## src/rtl/renode_pkg.sv

```systemverilog
// renode_pkg: shared types for the Renode GPIO/interrupt bridge.
//   gpio_cmd_t        - queued output command (index, level, pulse flag, length)
//   gpio_evt_t        - queued input event (index, sampled level)
//   gpio_exec_state_e - command executor states
// Struct fields are sized for the largest supported configuration
// (1024 outputs/inputs, pulse field up to 32 bits); the bridge zero-extends
// narrower fields on the way in.
package renode_pkg;

  localparam int GPIO_NUM_W     = 11;  // $clog2(1024) + 1 range-detect bit
  localparam int GPIO_EVT_NUM_W = 10;  // $clog2(1024)
  localparam int GPIO_CYCLES_W  = 32;

  typedef enum logic [1:0] {
    GPIO_IDLE  = 2'd0,
    GPIO_EXEC  = 2'd1,
    GPIO_PULSE = 2'd2
  } gpio_exec_state_e;

  typedef struct packed {
    logic [GPIO_NUM_W-1:0]    number;
    logic                     value;
    logic                     pulse;
    logic [GPIO_CYCLES_W-1:0] cycles;
  } gpio_cmd_t;

  typedef struct packed {
    logic [GPIO_EVT_NUM_W-1:0] number;
    logic                      value;
  } gpio_evt_t;

  // A zero-length pulse still lasts one cycle.
  function automatic logic [GPIO_CYCLES_W-1:0] pulse_load(input logic [GPIO_CYCLES_W-1:0] c);
    return (c == '0) ? GPIO_CYCLES_W'(1) : c;
  endfunction

endpackage

```

## src/rtl/renode_gpio_bridge_if.sv

```systemverilog
// renode_gpio_bridge_if: connection-side bus of the GPIO bridge.
//   cmd_*  : command channel (master -> bridge)
//   rsp_*  : one-cycle execution response (bridge -> master)
//   evt_*  : input-change event channel (bridge -> master)
// Handshake rule for cmd and evt: a transfer happens on a rising clk edge
// where valid and ready are both high; the producer holds valid and payload
// stable until that edge, and ready may depend combinationally on state only.
interface renode_gpio_bridge_if #(
  parameter int OutputsCount = 32,
  parameter int InputsCount  = 32,
  parameter int PulseWidth   = 16
);
  localparam int CNW = $clog2((OutputsCount > 2) ? OutputsCount : 2) + 1;
  localparam int EW  = $clog2((InputsCount > 2) ? InputsCount : 2);

  logic                  cmd_valid;
  logic                  cmd_ready;
  logic [CNW-1:0]        cmd_number;
  logic                  cmd_value;
  logic                  cmd_pulse;
  logic [PulseWidth-1:0] cmd_cycles;
  logic                  rsp_valid;
  logic                  rsp_error;
  logic                  evt_valid;
  logic                  evt_ready;
  logic [EW-1:0]         evt_number;
  logic                  evt_value;
  logic                  evt_coalesced;

  modport master (
    output cmd_valid, cmd_number, cmd_value, cmd_pulse, cmd_cycles, evt_ready,
    input  cmd_ready, rsp_valid, rsp_error, evt_valid, evt_number, evt_value, evt_coalesced
  );

  modport slave (
    input  cmd_valid, cmd_number, cmd_value, cmd_pulse, cmd_cycles, evt_ready,
    output cmd_ready, rsp_valid, rsp_error, evt_valid, evt_number, evt_value, evt_coalesced
  );
endinterface

```

## src/rtl/renode_sync_fifo.sv

```systemverilog
// renode_sync_fifo: single-clock FIFO of element type T.
//   clk, reset : synchronous active-high reset empties the FIFO
//   push, din  : write when push && !full
//   pop, dout  : dout is the head; advance when pop && !empty
//   full, empty: derived from the registered occupancy count, so a pop does
//                not make room for a push in the same cycle and a freshly
//                written entry cannot be popped in its write cycle.
// Depth must be a power of two (pointers wrap naturally).
module renode_sync_fifo #(
  parameter type T     = logic [7:0],
  parameter int  Depth = 4
) (
  input  logic clk,
  input  logic reset,
  input  logic push,
  input  T     din,
  input  logic pop,
  output T     dout,
  output logic full,
  output logic empty
);
  localparam int AW = $clog2(Depth);
  localparam int CW = AW + 1;

  T              mem_q [Depth];
  T              mem_d [Depth];
  logic [AW-1:0] wr_q, wr_d, rd_q, rd_d;
  logic [CW-1:0] cnt_q, cnt_d;
  logic          do_push, do_pop;

  assign full    = (cnt_q == CW'(Depth));
  assign empty   = (cnt_q == '0);
  assign do_push = push && !full;
  assign do_pop  = pop && !empty;
  assign dout    = mem_q[rd_q];

  always_comb begin
    mem_d = mem_q;
    wr_d  = wr_q;
    rd_d  = rd_q;
    cnt_d = cnt_q;
    if (do_push) begin
      mem_d[wr_q] = din;
      wr_d        = wr_q + 1'b1;
    end
    if (do_pop) begin
      rd_d = rd_q + 1'b1;
    end
    case ({do_push, do_pop})
      2'b10:   cnt_d = cnt_q + 1'b1;
      2'b01:   cnt_d = cnt_q - 1'b1;
      default: cnt_d = cnt_q;
    endcase
  end

  always_ff @(posedge clk) begin
    if (reset) begin
      wr_q  <= '0;
      rd_q  <= '0;
      cnt_q <= '0;
    end else begin
      wr_q  <= wr_d;
      rd_q  <= rd_d;
      cnt_q <= cnt_d;
    end
  end

  // Storage needs no reset: pointers and count define what is valid.
  always_ff @(posedge clk) begin
    mem_q <= mem_d;
  end
endmodule

```

## src/rtl/renode_gpio_bridge.sv

```systemverilog
// renode_gpio_bridge: GPIO/interrupt bridge between the Renode connection
// and DUT wires.
//   clk, reset      : single clock, synchronous active-high reset
//   bus (slave)     : cmd/rsp/evt channels towards the connection handler
//   renode_outputs  : levels driven by queued level/pulse commands
//   renode_inputs   : DUT signals (already synchronous to clk)
//   rise_enable,
//   fall_enable     : per-input edge qualification
//   dbg_state       : executor FSM state (gpio_exec_state_e encoding)
// Commands are queued and executed one at a time (IDLE -> EXEC [-> PULSE]).
// Qualified input edges set per-input pending bits; a lowest-index arbiter
// moves one pending input per cycle into the event queue.
module renode_gpio_bridge
  import renode_pkg::*;
#(
  parameter int OutputsCount   = 32,
  parameter int InputsCount    = 32,
  parameter int CmdFifoDepth   = 4,
  parameter int EventFifoDepth = 8,
  parameter int PulseWidth     = 16   // at most GPIO_CYCLES_W
) (
  input  logic                    clk,
  input  logic                    reset,
  renode_gpio_bridge_if.slave     bus,
  output logic [OutputsCount-1:0] renode_outputs,
  input  logic [InputsCount-1:0]  renode_inputs,
  input  logic [InputsCount-1:0]  rise_enable,
  input  logic [InputsCount-1:0]  fall_enable,
  output logic [1:0]              dbg_state
);
  localparam int EW = $clog2((InputsCount > 2) ? InputsCount : 2);

  localparam logic [1:0] ST_IDLE  = GPIO_IDLE;
  localparam logic [1:0] ST_EXEC  = GPIO_EXEC;
  localparam logic [1:0] ST_PULSE = GPIO_PULSE;

  // ---------------- command queue ----------------
  gpio_cmd_t             cmd_in, cmd_head;
  logic                  cmd_push, cmd_pop, cmd_full, cmd_empty;
  logic [PulseWidth-1:0] cmd_cycles_w;

  assign cmd_cycles_w  = bus.cmd_cycles;
  assign cmd_in        = '{number: GPIO_NUM_W'(bus.cmd_number),
                           value:  bus.cmd_value,
                           pulse:  bus.cmd_pulse,
                           cycles: GPIO_CYCLES_W'(cmd_cycles_w)};
  assign bus.cmd_ready = !cmd_full && !reset;
  assign cmd_push      = bus.cmd_valid && bus.cmd_ready;

  renode_sync_fifo #(.T(gpio_cmd_t), .Depth(CmdFifoDepth)) u_cmd_fifo (
    .clk   (clk),
    .reset (reset),
    .push  (cmd_push),
    .din   (cmd_in),
    .pop   (cmd_pop),
    .dout  (cmd_head),
    .full  (cmd_full),
    .empty (cmd_empty)
  );

  // ---------------- executor ----------------
  logic [1:0]               state_q, state_d;
  gpio_cmd_t                cur_q, cur_d;
  logic [GPIO_CYCLES_W-1:0] cnt_q, cnt_d;
  logic [OutputsCount-1:0]  out_q, out_d;
  logic                     rsp_valid_q, rsp_valid_d;
  logic                     rsp_error_q, rsp_error_d;
  logic                     in_range;

  assign in_range = (32'(cur_q.number) < 32'(OutputsCount));

  always_comb begin
    state_d     = state_q;
    cur_d       = cur_q;
    cnt_d       = cnt_q;
    out_d       = out_q;
    rsp_valid_d = 1'b0;
    rsp_error_d = 1'b0;
    cmd_pop     = 1'b0;
    case (state_q)
      ST_IDLE: begin
        if (!cmd_empty) begin
          cmd_pop = 1'b1;
          cur_d   = cmd_head;
          state_d = ST_EXEC;
        end
      end
      ST_EXEC: begin
        rsp_valid_d = 1'b1;
        state_d     = ST_IDLE;
        if (!in_range) begin
          rsp_error_d = 1'b1;
        end else begin
          for (int i = 0; i < OutputsCount; i++) begin
            if (cur_q.number == GPIO_NUM_W'(i)) out_d[i] = cur_q.value;
          end
          if (cur_q.pulse) begin
            cnt_d   = pulse_load(cur_q.cycles);
            state_d = ST_PULSE;
          end
        end
      end
      ST_PULSE: begin
        if (cnt_q == GPIO_CYCLES_W'(1)) begin
          for (int i = 0; i < OutputsCount; i++) begin
            if (cur_q.number == GPIO_NUM_W'(i)) out_d[i] = !cur_q.value;
          end
          cnt_d   = '0;
          state_d = ST_IDLE;
          // Fetch the next command on the revert edge so its effect lands
          // on the very next edge instead of costing an extra IDLE cycle.
          if (!cmd_empty) begin
            cmd_pop = 1'b1;
            cur_d   = cmd_head;
            state_d = ST_EXEC;
          end
        end else begin
          cnt_d = cnt_q - 1'b1;
        end
      end
      default: state_d = ST_IDLE;
    endcase
  end

  assign renode_outputs = out_q;
  assign bus.rsp_valid  = rsp_valid_q;
  assign bus.rsp_error  = rsp_error_q;
  assign dbg_state      = state_q;

  // ---------------- input path ----------------
  logic [InputsCount-1:0] in_s_q, in_s_d, in_p_q, in_p_d;
  logic [InputsCount-1:0] pending_q, pending_d;
  logic [InputsCount-1:0] edges, clear_mask;
  logic                   primed_q, primed_d;
  logic                   coalesced_q, coalesced_d;
  logic [EW-1:0]          evt_idx;
  logic                   evt_push, evt_pop, evt_full, evt_empty;
  gpio_evt_t              evt_in, evt_head;

  function automatic logic [EW-1:0] lowest_idx(input logic [InputsCount-1:0] v);
    logic [EW-1:0] idx;
    idx = '0;
    for (int i = InputsCount - 1; i >= 0; i--) begin
      if (v[i]) idx = EW'(i);
    end
    return idx;
  endfunction

  assign evt_idx  = lowest_idx(pending_q);
  assign evt_push = (pending_q != '0) && !evt_full;
  assign evt_in   = '{number: GPIO_EVT_NUM_W'(evt_idx), value: in_s_q[evt_idx]};

  always_comb begin
    // The first cycle out of reset loads both stages with the same sample,
    // so whatever level the DUT holds is not mistaken for an edge.
    primed_d = 1'b1;
    in_s_d   = renode_inputs;
    in_p_d   = primed_q ? in_s_q : renode_inputs;
    edges    = primed_q ? (((in_s_q & ~in_p_q) & rise_enable) |
                           ((~in_s_q & in_p_q) & fall_enable)) : '0;
    for (int i = 0; i < InputsCount; i++) begin
      clear_mask[i] = evt_push && (evt_idx == EW'(i));
    end
    // A new edge wins over the arbiter clearing the same bit.
    pending_d   = (pending_q & ~clear_mask) | edges;
    coalesced_d = coalesced_q | (|(edges & pending_q));
  end

  renode_sync_fifo #(.T(gpio_evt_t), .Depth(EventFifoDepth)) u_evt_fifo (
    .clk   (clk),
    .reset (reset),
    .push  (evt_push),
    .din   (evt_in),
    .pop   (evt_pop),
    .dout  (evt_head),
    .full  (evt_full),
    .empty (evt_empty)
  );

  assign evt_pop           = bus.evt_ready && !evt_empty;
  assign bus.evt_valid     = !evt_empty;
  assign bus.evt_number    = evt_head.number[EW-1:0];
  assign bus.evt_value     = evt_head.value;
  assign bus.evt_coalesced = coalesced_q;

  if (EW < GPIO_EVT_NUM_W) begin : g_evt_hi
    logic unused_evt_hi;
    assign unused_evt_hi = ^evt_head.number[GPIO_EVT_NUM_W-1:EW];
  end

  // ---------------- state registers ----------------
  always_ff @(posedge clk) begin
    if (reset) begin
      state_q     <= ST_IDLE;
      cur_q       <= '0;
      cnt_q       <= '0;
      out_q       <= '0;
      rsp_valid_q <= 1'b0;
      rsp_error_q <= 1'b0;
      in_s_q      <= '0;
      in_p_q      <= '0;
      pending_q   <= '0;
      primed_q    <= 1'b0;
      coalesced_q <= 1'b0;
    end else begin
      state_q     <= state_d;
      cur_q       <= cur_d;
      cnt_q       <= cnt_d;
      out_q       <= out_d;
      rsp_valid_q <= rsp_valid_d;
      rsp_error_q <= rsp_error_d;
      in_s_q      <= in_s_d;
      in_p_q      <= in_p_d;
      pending_q   <= pending_d;
      primed_q    <= primed_d;
      coalesced_q <= coalesced_d;
    end
  end
endmodule

```

## src/flat_wrapper.sv

```systemverilog
// flat-port wrapper written by rule: the top's interface ports become plain ports
module renode_gpio_bridge_flat import renode_pkg::*;
#(
  parameter int OutputsCount   = 32,
  parameter int InputsCount    = 32,
  parameter int CmdFifoDepth   = 4,
  parameter int EventFifoDepth = 8,
  parameter int PulseWidth     = 16                           
)
  (clk, reset, renode_outputs, renode_inputs, rise_enable, fall_enable, dbg_state, bus_cmd_valid, bus_cmd_number, bus_cmd_value, bus_cmd_pulse, bus_cmd_cycles, bus_evt_ready, bus_cmd_ready, bus_rsp_valid, bus_rsp_error, bus_evt_valid, bus_evt_number, bus_evt_value, bus_evt_coalesced);
  renode_gpio_bridge_if #(.OutputsCount(OutputsCount), .InputsCount(InputsCount), .PulseWidth(PulseWidth)) bus_i ();
  input  logic clk;
  input  logic reset;
  output logic [OutputsCount-1:0] renode_outputs;
  input  logic [InputsCount-1:0] renode_inputs;
  input  logic [InputsCount-1:0] rise_enable;
  input  logic [InputsCount-1:0] fall_enable;
  output logic [1:0] dbg_state;
  input wire logic [$bits(bus_i.cmd_valid)-1:0] bus_cmd_valid;
  input wire logic [$bits(bus_i.cmd_number)-1:0] bus_cmd_number;
  input wire logic [$bits(bus_i.cmd_value)-1:0] bus_cmd_value;
  input wire logic [$bits(bus_i.cmd_pulse)-1:0] bus_cmd_pulse;
  input wire logic [$bits(bus_i.cmd_cycles)-1:0] bus_cmd_cycles;
  input wire logic [$bits(bus_i.evt_ready)-1:0] bus_evt_ready;
  output wire logic [$bits(bus_i.cmd_ready)-1:0] bus_cmd_ready;
  output wire logic [$bits(bus_i.rsp_valid)-1:0] bus_rsp_valid;
  output wire logic [$bits(bus_i.rsp_error)-1:0] bus_rsp_error;
  output wire logic [$bits(bus_i.evt_valid)-1:0] bus_evt_valid;
  output wire logic [$bits(bus_i.evt_number)-1:0] bus_evt_number;
  output wire logic [$bits(bus_i.evt_value)-1:0] bus_evt_value;
  output wire logic [$bits(bus_i.evt_coalesced)-1:0] bus_evt_coalesced;
  assign bus_i.cmd_valid = bus_cmd_valid;
  assign bus_i.cmd_number = bus_cmd_number;
  assign bus_i.cmd_value = bus_cmd_value;
  assign bus_i.cmd_pulse = bus_cmd_pulse;
  assign bus_i.cmd_cycles = bus_cmd_cycles;
  assign bus_i.evt_ready = bus_evt_ready;
  assign bus_cmd_ready = bus_i.cmd_ready;
  assign bus_rsp_valid = bus_i.rsp_valid;
  assign bus_rsp_error = bus_i.rsp_error;
  assign bus_evt_valid = bus_i.evt_valid;
  assign bus_evt_number = bus_i.evt_number;
  assign bus_evt_value = bus_i.evt_value;
  assign bus_evt_coalesced = bus_i.evt_coalesced;
  renode_gpio_bridge #(.OutputsCount(OutputsCount), .InputsCount(InputsCount), .CmdFifoDepth(CmdFifoDepth), .EventFifoDepth(EventFifoDepth), .PulseWidth(PulseWidth)) u_core (.clk(clk), .reset(reset), .bus(bus_i), .renode_outputs(renode_outputs), .renode_inputs(renode_inputs), .rise_enable(rise_enable), .fall_enable(fall_enable), .dbg_state(dbg_state));
endmodule
```

## config.mk

```make
export PLATFORM = sky130hd
export DESIGN_NAME = renode_gpio_bridge_flat
export DESIGN_NICKNAME = d
export VERILOG_FILES = /design/src/rtl/renode_pkg.sv /design/src/rtl/renode_gpio_bridge_if.sv /design/src/rtl/renode_sync_fifo.sv /design/src/rtl/renode_gpio_bridge.sv /design/src/flat_wrapper.sv
export SDC_FILE = /design/constraint.sdc
export NUM_CORES = 1
export LEC_CHECK = 0
export CAP_MARGIN = 20
export CORE_MARGIN = 2
export CORE_UTILIZATION = 35
export CTS_BUF_LIST = sky130_fd_sc_hd__clkbuf_16
export DETAILED_ROUTE_END_ITERATION = 7
export GPL_TIMING_DRIVEN = 0
export MAX_ROUTING_LAYER = met4
export PLACE_DENSITY = 0.54
export SLEW_MARGIN = 20
export SYNTH_ARGS = -nofsm -noshare
export SYNTH_HDL_FRONTEND = slang
export SYNTH_SLANG_ARGS = --single-unit
```

## constraint.sdc

```tcl
create_clock -name clk -period 3.3 [get_ports clk]
set_input_delay 0.33 -clock clk [delete_from_list [all_inputs] [get_ports clk]]
set_output_delay 0.33 -clock clk [all_outputs]
set_load 0.01 [all_outputs]
```

# Word-level counts from Yosys, hierarchy flattened
# Cells that the tools add are included.
# word_totals
reg_bits,496
in_bits,124
output_inout_bits,45
wordCells,489
# classes
add_sub_neg,9
order_cmp,8
eq_ne,139
n_mux,137
bitwise_logic,17
reduce_logical,96
# op_table
operator,count
2-to-1 mux 32 bit,8
2-to-1 mux 45 bit,5
AND 32 bit,6
bitwise mux 180 bit,1
"== test 11 x 5 -> 1 bit, second input constant",16
2-to-1 mux 5 bit,32
AND reduction 5 bit,32
"!= test 2 x 1 -> 1 bit, second input constant",67
one-hot mux 32 bit (2 select lines),2
inverter 32 bit,3
binary-select mux 45 bit (select 2 bit),1
demux 45 bit (select 2 bit),1
one-hot mux 45 bit (2 select lines),1
bitwise mux 88 bit,1
"== test 11 x 4 -> 1 bit, second input constant",8
"== test 5 bit, second input constant",16
2-to-1 mux 1 bit,71
bitwise OR 32 bit,2
"== test 11 x 3 -> 1 bit, second input constant",4
logical AND 1 bit,42
"== test 5 x 4 -> 1 bit, second input constant",8
binary-select mux 11 bit (select 3 bit),1
demux 11 bit (select 3 bit),1
"== test 32 x 1 -> 1 bit, second input constant",1
other kinds (47),76

# Depth between registers and ports, before layout
# Gate-level depths: netlist of run 1.
# depth
ltp_word,37
depth_mapped,13
depth_no_buf,12

# Cells and area by module
# From an unflattened synthesis of run 1, not the netlist that was laid out.
# unflattened
cells_unflattened,1697
area_unflattened_um2,20634.8
# modules_own_cells
module,instances,cells_per_inst,area_per_inst_um2,seq_area_each_um2
renode_gpio_bridge,1,1215,9734.3,4224.1
renode_sync_fifo at u_core.u_cmd_fifo,1,285,6932.9,5545.3
renode_sync_fifo at u_core.u_evt_fifo,1,197,3967.6,2842.7

# Worst setup path after synthesis of run 1
# OpenSTA, ideal clock, no wires.
# synth_timing
path_kind,register -> register
startpoint,register u_core.cnt_q[24]
endpoint,register u_core.u_cmd_fifo.cnt_q[2]
setup_time_ns,0.070
arrival_ns,2.866
t_required_ns,3.230
setup_slack_ns,0.364
path_stages_with_launch,13
n_path_buf,1
period_less_slack_ns,2.936
cell_sequence,dfxtp_1 or4_4 nor4_2 and4_1 buf_4 a21oi_1 nor2_1 ha_1 inv_1 fa_1 xor2_1 or3_1 a21oi_1
# synth_via
elab_chain_cells,6
elab_cells_between_ends,8
classes_between,eq/ne (3); mux (3); reduce/logical (2)
# synth_lines
item,line,rtl
from (decl),renode_gpio_bridge.sv:64,"logic [GPIO_CYCLES_W-1:0] cnt_q, cnt_d;"
from (signal assigned),renode_gpio_bridge.sv:208,cnt_q <= cnt_d;
== test 32 x 1 -> 1 bit (*),renode_gpio_bridge.sv:104,if (cnt_q == GPIO_CYCLES_W'(1)) begin
2-to-1 mux 1 bit (*),renode_gpio_bridge.sv:104,
one-hot mux 1 bit (2 select lines) (*),renode_gpio_bridge.sv:80,case (state_q)
logical AND 1 bit (*),renode_sync_fifo.sv:34,assign do_pop = pop && !empty;
net u_core.u_cmd_fifo.do_pop,renode_sync_fifo.sv:29,"logic do_push, do_pop;"
== test 2 x 1 -> 1 bit / == test 2 bit (equally long branches),renode_sync_fifo.sv:49,"case ({do_push, do_pop})"
one-hot mux 3 bit (2 select lines) / nonzero test 2 bit (equally long branches),-,
to (signal assigned),renode_sync_fifo.sv:64,cnt_q <= cnt_d;
to (decl),renode_sync_fifo.sv:28,"logic [CW-1:0] cnt_q, cnt_d;"
# Mark *: on every way through the listed nets, which the timed path passes. The rest lies on a longest branch.
# A chain may end at the register's enable or synchronous reset.

==> results.py, run 1 <==
metrics = {
    "placed_design": {
        "place_inst": 2218,
        "hpwl_um": 31100,
        "gp_congestion": 0.909,
        "port-buffer-count": 167,
    },
    "timing": {
        "min_period_ns": 3.21,
        "tns_ns": 0,
        "hold_violations": 0,
        "max_slew_margin_pct": 30.9,
        "fmax_ghz": 0.312,
        "setup_viol": 0,
        "grt_setup_unrepaired": "no",
        "worstMarginPinSlew_ns": 1.03,
        "skew_ns": 0.0145,
        "drv_slew": 0,
        "min_period_over_period_pct": 97.2,
    },
    "yosys": {
        "synth_edf_count": 144,
        "synth_top_area_share_pct": 28.0,
        "yosysWarningCount": 0,
        "syn_area_mm2": 0.0155,
        "synth-seq-area-share_pct": 54.8,
        "ys_async_sr_fraction_pct": 0,
        "synth_fp_nets": 1608,
        "yosys_most_used_dff": "dfxtp_1",
        "synth_area_leaders": "edfxtp_1, dfxtp_1, mux4_2",
        "netlist_instances": 1466,
        "synth_cell_types": 70,
        "synth_area_per_cell_um2": 10.5,
        "ys_ff_latch": 351,
        "yosys.area.top_type": "edfxtp_1",
    },
    "final_layout": {
        "final_common_cell": "dfxtp_1",
        "area_growth_pct": 26.4,
        "drive_gt1_share_pct": 12.0,
        "fin_nets": 1826,
        "stdcell_count": 2302,
        "layout_common_cells": "dfxtp_1, nor2_1, nand2_1, clkdlybuf4s50_1, edfxtp_1",
        "postLayoutCoreUtil_pct": 45.1,
    },
    "die": {
        "io_pins": 169,
        "die_area_mm2": 0.0458,
        "num_rows": 76,
        "fp.dieH_um": 214,
        "start_util_pct": 35.6,
        "core_area_mm2": 0.0434,
        "die_x_um": 214,
    },
    "cts": {
        "cts_buffer_depth": 3,
        "clk_latency_ns": 0.56,
        "cts_made_buffers": 41,
        "cts_tree": "done",
        "htree_num_levels": 2,
        "clock-root-buffer": "clkbuf_16",
        "cts.clk_slew.worst_paths_ns": 0.06,
        "ctsHoldBuffers": 0,
        "cts.sink_count": 351,
    },
    "grt": {
        "grt_first_pass_wirelength_um": 66500,
        "grtUsageTotal_pct": 19.0,
        "grt_start_max_net_pins": 25,
        "overflow": 0,
        "grt_pass1_vias": 11400,
        "antenna_found_initial": 1,
    },
    "routing": {
        "wirelength_um": 43000,
        "antenna_left": 0,
        "routedWlPerCell_um": 18.7,
        "drc": 0,
        "drt_iter0_markers": 818,
        "vias_per_cell": 5.08,
        "vias": 11700,
        "first_pass_iters": 5,
    },
    "setup_path": {
        "start_kind": "flip-flop",
        "crit_arrival_ns": 3.47,
        "reg2reg_from": "u_core.pending_q[24]$_SDFF_PP0_",
        "ff2ff_setup_slack_ns": 0.09,
        "cp-end-kind": "flip-flop",
        "path_class": "reg -> reg",
        "ff2ff_path_depth": 10,
        "required_ns": 3.56,
        "cp_max_fo": 10,
        "r2r-end": "u_core.u_evt_fifo.mem_q[0]$_DFFE_PP_",
    },
    "run": {
        "drv_cap": 0,
    },
    "power_and_ir_drop": {
        "peakVddDrop_mv": 0.381,
        "pwr-share-clk_pct": 29.8,
        "power_density_mw_per_mm2": 815,
        "leakage_nw": 7.00,
        "swShare_pct": 33.9,
        "pwr-share-comb_pct": 34.4,
        "power_switching_mw": 5.40,
        "intPower_mw": 10.5,
        "power.share.sequential_pct": 35.7,
    },
    "worst_hold_path": {
        "hold_class": "in -> reg",
        "hold_depth": 2,
        "hp-start": "renode_inputs[13]",
        "whs_endpoint": "u_core.in_s_q[13]$_SDFF_PP0_",
    },
    "outcome": {
        "status": "complete, no violations",
    },
}
## synth_stat cells, drive strengths merged (3+ instances only)
cell / number
and3: 7
mux2i: 80
ha: 16
or4: 7
edfxtp: 144
xor2: 16
nor3: 21
nor4: 24
a31oi: 4
nor2: 189
a21boi: 3
o32ai: 4
nand3b: 32
dfxtp: 207
a22oi: 13
o31ai: 4
nand4: 6
o21ai: 121
a21oi: 84
nor2b: 42
xnor2: 11
nand2: 169
o2111ai: 3
o22ai: 6
or2: 5
o221ai: 5
mux2: 7
mux4: 36
inv: 41
and2: 5
or3: 11
buf: 28
clkbuf: 43
nand3: 34
nand2b: 12
## area by class of cell
| class | count | area, µm² |
|---|---|---|
| Sequential cell | 351 | 8470 |
| Buffer | 71 | 324 |
| Inverter | 41 | 158 |
| Multi-Input combinational cell | 1003 | 6700 |
| Antenna cell | 2 | 5.00 |
| Clock buffer | 41 | 1030 |
| Timing Repair Buffer | 175 | 1730 |
| Clock inverter | 33 | 392 |
| Tap cell | 585 | 732 |
| Fill cell | 4171 | 23800 |
## power by group through the flow
stage               sequential (mW)  combinational, mW  clock (mW)
finish                         5.68               5.48        4.75
detailed placement             5.75               5.18           0
global route                   5.76               6.05        5.06
floorplan                      5.64               3.63           0
CTS                            5.67               5.30        4.88
global placement               5.73               5.14           0
## state kept, by name (all words and copies together) (netlist names), 2 cells and up
| register | count |
|---|---|
| u_core.dbg_state | 2 |
| u_core.u_evt_fifo.wr_q | 3 |
| u_core.u_cmd_fifo.wr_q | 2 |
| u_core.u_evt_fifo.mem_q | 48 |
| u_core.cur_q | 24 |
| u_core.renode_outputs | 32 |
| u_core.cnt_q | 32 |
| u_core.pending_q | 32 |
| u_core.u_evt_fifo.cnt_q | 4 |
| u_core.in_p_q | 32 |
| u_core.u_cmd_fifo.cnt_q | 3 |
| u_core.u_cmd_fifo.mem_q | 96 |
| u_core.u_evt_fifo.rd_q | 3 |
| u_core.in_s_q | 32 |
| u_core.u_cmd_fifo.rd_q | 2 |
## worst max path at each step
stage / start / endpoint / cells past startpoint
5_1_grt: u_core.pending_q[24]$_SDFF_PP0_ / u_core.u_evt_fifo.mem_q[0]$_DFFE_PP_ / 9
6_report: u_core.pending_q[24]$_SDFF_PP0_ / u_core.u_evt_fifo.mem_q[0]$_DFFE_PP_ / 10
3_3_place_gp: u_core.pending_q[6]$_SDFF_PP0_ / u_core.u_evt_fifo.mem_q[33]$_DFFE_PP_ / 9
2_1_floorplan: u_core.cnt_q[24]$_SDFFE_PP0P_ / u_core.u_cmd_fifo.cnt_q[2]$_SDFFE_PP0P_ / 12
4_1_cts: u_core.u_evt_fifo.rd_q[0]$_SDFFE_PP0P_ / bus_evt_number[0] / 4
3_5_place_dp: u_core.pending_q[6]$_SDFF_PP0_ / u_core.u_evt_fifo.mem_q[33]$_DFFE_PP_ / 9
## per-stage QoR
step	worst slack, ns	hold WS (ns)	instance area (µm²)	power [mW]
after floorplan	0.364	0.429	15500	9.27
after global placement	-0.630	0.450	17900	10.9
after detailed placement	-0.819	0.453	17900	10.9
after CTS	0.00595	0.319	19400	15.8
after global routing	0.0126	0.341	19500	16.9
final	0.0928	0.351	19500	15.9
## per-layer routing
layer	up-vias	routed length (µm)	global-route usage, %
li1	5708	-	-
met1	5601	20200	26.0
met2	309	19500	28.8
met3	68	2370	3.19
met4	0	1000	5.93
met5	-	0	-
## timing repair
action | CTS | global route
buffers inserted | 4 | 4
endpoints found under the setup margin | 16 | 17
resized for setup | 22 | 21
gates cloned | 0 | 0
pin swaps | 1 | 5
## worst max-delay path, cell delays in order (launching register included)
cell and delay [ns]:
dfxtp_1 0.46, nor2_1 0.10, a2111oi_2 0.52, a21oi_1 0.18, o211ai_1 0.23, buf_6 0.24, mux2i_1 0.36, o21ai_0 0.11
or3_1 0.33, a21oi_2 0.26, a21oi_4 0.11
## kinds of logic (layout without fill, tap and decap cells)
family / after synthesis / in the layout / share of synthesized area [%]
and+or+nand+nor: 567 / 567 / 17.5
xor gates and xnor gates: 27 / 27 / 1.53
buffers and inverters: 112 / 361 / 3.03
DFF: 351 / 351 / 54.8
AOI/OAI and AO/OA: 268 / 268 / 10.7
other: 0 / 2 / 0
adders and majority gates: 18 / 18 / 1.55
muxes: 123 / 123 / 10.9
Note: power is estimated with default switching activity, not from simulation.
==> run 2, diff against run 1 <==
--- a/config.mk
+++ b/config.mk
@@ -5,14 +5,13 @@
 export SDC_FILE = /design/constraint.sdc
 export NUM_CORES = 1
 export LEC_CHECK = 0
-export CAP_MARGIN = 20
-export CORE_MARGIN = 2
 export CORE_UTILIZATION = 35
 export CTS_BUF_LIST = sky130_fd_sc_hd__clkbuf_16
 export DETAILED_ROUTE_END_ITERATION = 7
 export GPL_TIMING_DRIVEN = 0
 export MAX_ROUTING_LAYER = met4
 export PLACE_DENSITY = 0.54
+export SETUP_SLACK_MARGIN = 0.5
 export SLEW_MARGIN = 20
 export SYNTH_ARGS = -nofsm -noshare
 export SYNTH_HDL_FRONTEND = slang
==> run 2 against run 1 <==
Flip-flop and latch count did not move. Non-clock buffer count increased by 33. Hold slack improved by 0.015 ns. Register-to-register slack better by 0.37 ns. Final area up 3.3%. Critical path depth grew 2. Sequential share of layout area down 1.2 points. Sequential power grew 0.7%.
==> results.py, run 2 (synthesis gave the netlist of run 1 again) <==
metrics = {
    "power_and_ir_drop": {
        "power_density_mw_per_mm2": 794,
        "peakVddDrop_mv": 0.361,
        "leakage_nw": 7.27,
    },
    "cts": {
        "cts_buffer_depth": 3,
        "clk_latency_ns": 0.56,
        "cts_made_buffers": 40,
        "cts.clk_slew.worst_paths_ns": 0.06,
        "htree_num_levels": 2,
        "ctsHoldBuffers": 0,
        "cts_tree": "done",
        "clock-root-buffer": "clkbuf_16",
        "cts.sink_count": 351,
    },
    "grt": {
        "grtUsageTotal_pct": 19.8,
        "grt_first_pass_wirelength_um": 66000,
        "overflow": 0,
        "grt_start_max_net_pins": 25,
        "grt_pass1_vias": 11600,
        "antenna_found_initial": 2,
    },
    "die": {
        "fp.dieH_um": 212,
        "num_rows": 76,
        "core_area_mm2": 0.0433,
        "die_area_mm2": 0.0450,
        "start_util_pct": 35.7,
        "io_pins": 169,
        "die_x_um": 212,
    },
    "routing": {
        "first_pass_iters": 5,
        "drc": 0,
        "antenna_left": 0,
        "drt_iter0_markers": 757,
        "wirelength_um": 43100,
        "vias": 11900,
        "routedWlPerCell_um": 18.5,
        "vias_per_cell": 5.12,
    },
    "final_layout": {
        "multi_input_comb_area_mm2": 0.00704,
        "final_common_cell": "dfxtp_1",
        "area_growth_pct": 30.6,
        "top_regs": "u_core.u_cmd_fifo.mem_q: 96 flops, u_core.u_evt_fifo.mem_q: 48 flops",
        "ff_latch_area_mm2": 0.00850,
        "largest_reg_flops": 96,
        "layout_common_cells": "dfxtp_1, nor2_1, clkdlybuf4s50_1",
        "fillers": 4056,
        "regMostFlops": "u_core.u_cmd_fifo.mem_q",
        "drive_gt1_share_pct": 16.0,
        "stdcell_count": 2332,
        "fin_nets": 1858,
    },
    "setup_path": {
        "cp_max_fo": 2,
        "r2r-end": "u_core.u_cmd_fifo.cnt_q[2]$_SDFFE_PP0P_",
        "reg2reg_from": "u_core.cnt_q[25]$_SDFFE_PP0P_",
        "start_kind": "flip-flop",
        "cp-end-kind": "flip-flop",
        "required_ns": 3.77,
        "crit_arrival_ns": 3.31,
        "ff2ff_path_depth": 12,
        "crit_path_end": "u_core.u_cmd_fifo.cnt_q[2]$_SDFFE_PP0P_",
        "path_class": "reg -> reg",
        "ff2ff_setup_slack_ns": 0.46,
        "startpoint": "u_core.cnt_q[25]$_SDFFE_PP0P_",
    },
    "timing": {
        "max_slew_margin_pct": 33.8,
        "min_period_ns": 2.84,
        "skew_ns": 0.0224,
        "setup_viol": 0,
        "tns_ns": 0,
        "worstMarginPinSlew_ns": 0.985,
        "grt_setup_unrepaired": "yes",
        "drv_slew": 0,
        "fmax_ghz": 0.353,
        "worst_slack_ns": 0.465,
        "hold_violations": 0,
        "min_period_over_period_pct": 85.9,
        "hold_ws_ns": 0.366,
    },
    "placed_design": {
        "hpwl_um": 30400,
        "port-buffer-count": 167,
        "pre_cts_ws_ns": -0.724,
        "place_inst": 2218,
        "gp_congestion": 0.894,
    },
    "run": {
        "drv_cap": 0,
    },
    "worst_hold_path": {
        "hold_depth": 2,
        "hold_class": "in -> reg",
    },
    "outcome": {
        "status": "complete, no violations",
    },
}
## run 2: area by class of cell
cell class | count | share of cell area, %
multi-input combinational | 1003 | 34.9
buffer | 71 | 1.98
tap | 585 | 3.63
inverter | 41 | 0.781
antenna | 2 | 0.0248
sequential | 351 | 42.1
clock inverter | 30 | 1.12
clock buffer | 41 | 5.08
timing repair buffer | 208 | 10.4
## run 2: how the worst min path moves through the flow
stage	from	to
global route	renode_inputs[15]	u_core.in_s_q[15]$_SDFF_PP0_
floorplan	bus_cmd_cycles[0]	u_core.u_cmd_fifo.mem_q[0]$_DFFE_PP_
finish	renode_inputs[3]	u_core.in_s_q[3]$_SDFF_PP0_
global placement	u_core.cur_q[0]$_SDFFE_PP0P_	u_core.cur_q[0]$_SDFFE_PP0P_
CTS	renode_inputs[17]	u_core.in_s_q[17]$_SDFF_PP0_
detailed placement	u_core.cur_q[0]$_SDFFE_PP0P_	u_core.cur_q[0]$_SDFFE_PP0P_
## run 2: metal layers
layer | up-vias | part of all wire (%) | GRT usage [%]
met2 | 349 | 44 | 29.0
met4 | 0 | 2.7 | 7.07
li1 | 5765 | - | -
met1 | 5764 | 48 | 27.6
met3 | 68 | 5.5 | 3.22
met5 | - | 0 | -
## run 2: where the power goes
group | leakage [nW] | internal [mW] | switching (mW)
sequential | 3.02 | 5.21 | 0.501
combinational | 3.61 | 2.81 | 3.23
clock | 0.644 | 2.49 | 1.77
total | 7.27 | 10.5 | 5.51
## run 2: what timing repair did
action | in CTS | in global routing
cloned | 0 | 3
setup endpoints to repair | 65 | 106
setup buffers | 27 | 11
resized for setup | 92 | 60
pin swaps | 25 | 28
## run 2: stage by stage
step / util (%) / total power, mW / area, µm²
2_1_floorplan: - / 9.30 / 15500
3_3_place_gp: 41.3 / 10.9 / 17900
3_5_place_dp: 41.3 / 10.9 / 17900
4_1_cts: 45.7 / 15.8 / 19800
5_1_grt: 46.7 / 17.0 / 20200
6_report: 46.7 / 16.0 / 20200
## run 2: worst max-delay path, cell delays in order (launching register included)
cell	delay (ns)
dfxtp_2	0.31
or4_4	0.55
nor4_4	0.21
and4_1	0.25
buf_6	0.12
a21oi_4	0.05
nor2_4	0.15
ha_4	0.15
inv_2	0.03
fa_2	0.32
xor2_1	0.15
or3_1	0.32
a21oi_2	0.13
==> run 3, diff against run 2 <==
--- a/config.mk
+++ b/config.mk
@@ -12,6 +12,7 @@
 export MAX_ROUTING_LAYER = met4
 export PLACE_DENSITY = 0.54
 export SETUP_SLACK_MARGIN = 0.5
+export SKIP_LAST_GASP = 1
 export SLEW_MARGIN = 20
 export SYNTH_ARGS = -nofsm -noshare
 export SYNTH_HDL_FRONTEND = slang
==> results of run 3 <==
No change in the layout: final DEF, timing and power equal those of run 2.
